==> src/rtl/simon_pattern_player.sv <==
// Simon Says pattern player: replays the current level's LED pattern,
// one element per ON/OFF tick window, from a seeded LFSR.
module simon_pattern_player #(
    parameter int ON_TICKS  = 2,
    parameter int OFF_TICKS = 1,
    parameter int MAX_LEVEL = 15,
    parameter int LEVEL_W   = $clog2(MAX_LEVEL + 1)
) (
    input  logic               i_Clk,
    input  logic               i_Rst,
    input  logic               i_Toggle,
    input  logic               i_Start,
    input  logic [LEVEL_W-1:0] i_Level,
    input  logic [15:0]        i_Seed,
    output logic [3:0]         o_LED,
    output logic [1:0]         o_Index,
    output logic               o_IndexValid,
    output logic               o_Busy,
    output logic               o_Done
);

    localparam int MAX_T  = (ON_TICKS > OFF_TICKS) ? ON_TICKS : OFF_TICKS;
    localparam int TICK_W = $clog2(MAX_T + 1);

    localparam logic [TICK_W-1:0]  ON_T     = TICK_W'(ON_TICKS);
    localparam logic [TICK_W-1:0]  OFF_T    = TICK_W'(OFF_TICKS);
    localparam logic [LEVEL_W-1:0] MAX_L    = LEVEL_W'(MAX_LEVEL);
    localparam logic [15:0]        SEED_DEF = 16'hACE1;

    typedef enum logic [2:0] {
        S_IDLE,
        S_LOAD,
        S_ON,
        S_OFF,
        S_DONE
    } state_t;

    state_t              state, state_nxt;
    logic                tgl_q;
    logic                tick;
    logic [TICK_W-1:0]   tick_cnt, tick_nxt, tick_inc;
    logic [LEVEL_W-1:0]  elem_cnt, elem_nxt, elem_inc;
    logic [LEVEL_W-1:0]  level_q, level_nxt, level_in;
    logic [15:0]         lfsr, lfsr_nxt;
    logic [3:0]          led_nxt;
    logic [1:0]          idx_nxt;
    logic                iv_nxt, busy_nxt, done_nxt;

    function automatic logic [15:0] lfsr_step(input logic [15:0] s);
        return {s[0] ^ s[2] ^ s[3] ^ s[5], s[15:1]};
    endfunction

    assign tick     = i_Toggle ^ tgl_q;
    assign tick_inc = tick_cnt + 1'b1;
    assign elem_inc = elem_cnt + 1'b1;
    // Widened compare keeps the clamp meaningful for any MAX_LEVEL/width mix
    assign level_in = ({1'b0, i_Level} > {1'b0, MAX_L}) ? MAX_L : i_Level;

    // State register and all registered outputs
    always_ff @(posedge i_Clk) begin
        if (i_Rst) begin
            state        <= S_IDLE;
            tgl_q        <= i_Toggle;
            tick_cnt     <= '0;
            elem_cnt     <= '0;
            level_q      <= '0;
            lfsr         <= SEED_DEF;
            o_LED        <= '0;
            o_Index      <= '0;
            o_IndexValid <= 1'b0;
            o_Busy       <= 1'b0;
            o_Done       <= 1'b0;
        end else begin
            state        <= state_nxt;
            tgl_q        <= i_Toggle;
            tick_cnt     <= tick_nxt;
            elem_cnt     <= elem_nxt;
            level_q      <= level_nxt;
            lfsr         <= lfsr_nxt;
            o_LED        <= led_nxt;
            o_Index      <= idx_nxt;
            o_IndexValid <= iv_nxt;
            o_Busy       <= busy_nxt;
            o_Done       <= done_nxt;
        end
    end

    // Next-state logic; outputs derive from the state being entered
    always_comb begin
        state_nxt = state;
        tick_nxt  = tick_cnt;
        elem_nxt  = elem_cnt;
        level_nxt = level_q;
        lfsr_nxt  = lfsr;

        unique case (state)
            S_IDLE: begin
                if (i_Start) begin
                    level_nxt = level_in;
                    lfsr_nxt  = (i_Seed == 16'h0) ? SEED_DEF : i_Seed;
                    state_nxt = S_LOAD;
                end
            end
            S_LOAD: begin
                elem_nxt  = '0;
                tick_nxt  = '0;
                state_nxt = (level_q == '0) ? S_DONE : S_ON;
            end
            S_ON: begin
                if (tick) begin
                    if (tick_inc == ON_T) begin
                        tick_nxt  = '0;
                        state_nxt = S_OFF;
                    end else begin
                        tick_nxt = tick_inc;
                    end
                end
            end
            S_OFF: begin
                if (tick) begin
                    if (tick_inc == OFF_T) begin
                        if (elem_inc == level_q) begin
                            state_nxt = S_DONE;
                        end else begin
                            elem_nxt  = elem_inc;
                            lfsr_nxt  = lfsr_step(lfsr);
                            tick_nxt  = '0;
                            state_nxt = S_ON;
                        end
                    end else begin
                        tick_nxt = tick_inc;
                    end
                end
            end
            S_DONE: begin
                state_nxt = S_IDLE;
            end
            default: begin
                state_nxt = S_IDLE;
            end
        endcase

        led_nxt  = '0;
        idx_nxt  = o_Index;
        iv_nxt   = 1'b0;
        busy_nxt = (state_nxt == S_LOAD) || (state_nxt == S_ON) ||
                   (state_nxt == S_OFF);
        done_nxt = (state_nxt == S_DONE);

        if (state_nxt == S_ON) begin
            if (state != S_ON) begin
                idx_nxt = lfsr_nxt[1:0];
                iv_nxt  = 1'b1;
            end
            led_nxt = 4'b0001 << idx_nxt;
        end
    end

endmodule
==> config.mk <==
export PLATFORM = sky130hd
export DESIGN_NAME = simon_pattern_player
export DESIGN_NICKNAME = d
export VERILOG_FILES = /design/src/rtl/simon_pattern_player.sv
export SDC_FILE = /design/constraint.sdc
export NUM_CORES = 1
export LEC_CHECK = 0
export CAP_MARGIN = 20
export CORE_MARGIN = 1.5
export CORE_UTILIZATION = 40
export CTS_BUF_LIST = sky130_fd_sc_hd__clkbuf_8 sky130_fd_sc_hd__clkbuf_16
export DETAILED_ROUTE_END_ITERATION = 12
export GPL_ROUTABILITY_DRIVEN = 0
export GPL_TIMING_DRIVEN = 0
export PLACE_DENSITY_LB_ADDON = 0.15
export SYNTH_ARGS = -nofsm -noshare
export SYNTH_HDL_FRONTEND = slang
export SYNTH_SLANG_ARGS = --single-unit
==> constraint.sdc <==
create_clock -name i_Clk -period 3.2 [get_ports i_Clk]
set_clock_uncertainty 0.2 [all_clocks]
set_input_delay 0.64 -clock i_Clk [delete_from_list [all_inputs] [get_ports i_Clk]]
set_output_delay 0.64 -clock i_Clk [all_outputs]
set_load 0.01 [all_outputs]
==> results.yml <==
status:
  status: "finished clean"
logic_synthesis:
  async_flop_share_pct: 0
  synth_common_cells: "dfxtp_1, a21oi_1, nand2_1"
  ys_seq_elements: 39
  ys_seq_area_share_pct: 41.4
  yosysUniqueCellTypes: 45
  synth_area_um2: 1890
  syn_nets: 241
  synth_edf_count: 0
  synth_top_area_share_pct: 41.4
  synth_flop_cell: "dfxtp_1"
  postSynthAreaPerCell_um2: 8.90
  post-synth-top-count-cell: "dfxtp_1"
  syn_inst: 212
  netlist_top_cells_area: "dfxtp_1, a21oi_1, a22oi_1"
  yosys_warnings: 0
  synth_top_cell_by_area: "dfxtp_1"
power:
  p_switching_uw: 353
  p_sw_share_pct: 30.9
  clkPwrFrac_pct: 31.6
  p_per_area_nw_per_um2: 482
  seqPwrFrac_pct: 48.2
  p_leak_uw: 0.000850
  combPwrFrac_pct: 20.2
  peakVddDrop_uv: 295
  power.internal_uw: 787
critical_path:
  cpPeakStageDelay_ns: 0.57
  worst-path-buf-inv: 1
  cp_max_fo: 6
  critPathSlowestCell: "a2111oi_1"
  endpoint: "o_Index[0]"
  cpLargestDelayFamily: "compound AO/OA/AOI/OAI gates"
  worst_r2r_path_depth: 7
  cp_data_required_time_ns: 3.21
  r2r_start: "elem_cnt[0]"
  crit_type: "input port to register"
  startpoint_type: "input port"
  cp-startpoint: "i_Toggle"
  critical_path_arrival_ns: 2.81
  crit_chain: "clkdlybuf4s50_1, xor2_1, and3_1, o21ai_2, a2111oi_1, a21oi_1, o21a_1"
  r2r-end: "o_LED[3]"
  regToRegSetupSlack_ns: 0.70
  cp-end-kind: "register"
  cp_num_cells: 7
global_route:
  antenna_found_initial: 0
  grt_pass1_vias: 1540
  grt_pass1_wl_um: 7670
  grt_usage_pct: 19.1
  grt_max_degree: 15
  grt-ovfl-total: 0
run:
  maxCapViolCount: 0
detailed_routing:
  first_iter_violations: 187
  dr.pass1.iters: 4
  highest_layer: "met4"
  drtAntennaViolNets: 0
  drc_errors: 0
  routedWlPerCell_um: 15.3
  m1WireLength_um: 2370
  met3WireLength_um: 169
  vias: 1709
  routed_wl_um: 4660
  vias_per_cell: 5.62
  wl_met2_um: 2050
die:
  core-area_um2: 4440
  start_util_pct: 42.5
  die_h_um: 71.7
  die_w_um: 71.7
  io_pins: 33
  dieArea_um2: 5140
  rows: 24
sta:
  worst_pin_slew_ns: 0.573
  timing.hold.ws_ns: 0.270
  fmax_mhz: 356
  fin_tns_setup_ns: 0
  finalCriticalPeriod_ns: 2.81
  setup_viol: 0
  final_hold_viol_count: 0
  slew_viol_final: 0
  layout_setup_ws_ns: 0.394
  slew_headroom_pct: 61.5
  finalCritPeriodShare_pct: 87.7
  rsz0062_at_grt: "no"
placed_design:
  hpwl_um: 3330
  io_buffers: 32
  place_worst_setup_slack_ns: 0.0646
  dp.cells: 296
min_path:
  min_from: "lfsr[8]"
  hp-class: "register to register"
  hold_depth: 2
layout:
  n_antenna_cell: 0
  finish.utilization_pct: 53.2
  nNetsFinal: 280
  synthToLayoutAreaGrowth_pct: 25.3
  layout-drive-gt1-share_pct: 7.54
  final_cells: 304
cts:
  cts_setup_buffers: 0
  clkLatencyLatePin_ns: 0.30
  cts.sink_count: 39
  cts_buffer_depth: 2
  cts.hold.buffers_added: 0
  cts_made_buffers: 5
  cts_root_buf: "clkbuf_8"
  htree_num_levels: 2
  clk_pin_slew_ns: 0.09
  tritoncts: "yes"
  post_cts_resized: 0
## state kept, by name, indices dropped and copies added, names as in the netlist, 2 cells and up
register,flops
level_q,4
elem_cnt,4
tick_cnt,2
state,3
o_LED,4
o_Index,2
lfsr,16
## tightest hold or removal path: stages, from the launching register on
cell and delay (ns):
dfxtp_1 0.32, nand2_1 0.05, a21oi_1 0.05
## power groups by stage
stage / clock network [µW] / logic, µW / registers, µW
2_1_floorplan: 0 / 147 / 556
3_3_place_gp: 0 / 228 / 559
3_5_place_dp: 0 / 228 / 560
4_1_cts: 357 / 230 / 549
5_1_grt: 384 / 256 / 555
6_report: 360 / 231 / 549
## per-layer routing
layer / global-route usage (%) / vias to the layer above
met3: 4.36 / 5
met4: 5.66 / 0
met2: 28.7 / 31
met1: 27.5 / 812
li1: - / 861
met5: 0 / -
## stage by stage
| stage | cell area [µm²] | power [µW] |
|---|---|---|
| 2_1_floorplan | 1890 | 703 |
| 3_3_place_gp | 2270 | 787 |
| 3_5_place_dp | 2270 | 788 |
| 4_1_cts | 2360 | 1140 |
| 5_1_grt | 2360 | 1190 |
| 6_report | 2360 | 1140 |
## cell usage in the layout, fill, tap and decap left out, drive strengths merged, types with 2 or more instances in the layout
| master | netlist | routed |
|---|---|---|
| buf | 4 | 4 |
| dfxtp | 39 | 39 |
| clkbuf | 6 | 11 |
| a21oi | 25 | 25 |
| xor2 | 4 | 4 |
| or3 | 2 | 2 |
| and3 | 3 | 3 |
| nor3b | 4 | 4 |
| clkinvlp | 0 | 2 |
| o21ai | 11 | 11 |
| nand3 | 9 | 9 |
| nand2 | 18 | 18 |
| ha | 5 | 5 |
| nand3b | 12 | 12 |
| a31oi | 2 | 2 |
| nand2b | 3 | 3 |
| a211oi | 2 | 2 |
| clkdlybuf4s50 | 0 | 32 |
| inv | 3 | 4 |
| a22oi | 12 | 12 |
| o211ai | 2 | 2 |
| a222oi | 3 | 3 |
| nor2 | 16 | 16 |
| xnor2 | 5 | 5 |
| o21a | 2 | 2 |
| nor4 | 5 | 5 |
## worst min-delay path by stage
stage              end  slack [ns]
2_1_floorplan  lfsr[8]        0.24
3_3_place_gp   lfsr[9]        0.24
3_5_place_dp   lfsr[9]        0.25
4_1_cts        lfsr[9]        0.27
5_1_grt        lfsr[9]        0.29
6_report       lfsr[8]        0.27
## layout make-up
| class | instances | area (µm²) |
|---|---|---|
| timing repair buffer | 32 | 320 |
| clock buffer | 5 | 68.8 |
| multi-input combinational | 160 | 1050 |
| clock inverter | 3 | 23.8 |
| tap | 52 | 65.1 |
| buffer | 10 | 48.8 |
| sequential | 39 | 781 |
| fill | 440 | 2080 |
| inverter | 3 | 11.3 |
## logic make-up after synthesis
logic type      synth area share (%)
flops                           41.4
fa+ha+maj                       3.32
simple gates                    23.7
buf+inv                         3.18
compound gates                  23.0
xor+xnor                        5.37
Note: power is estimated with default switching activity, not from simulation.
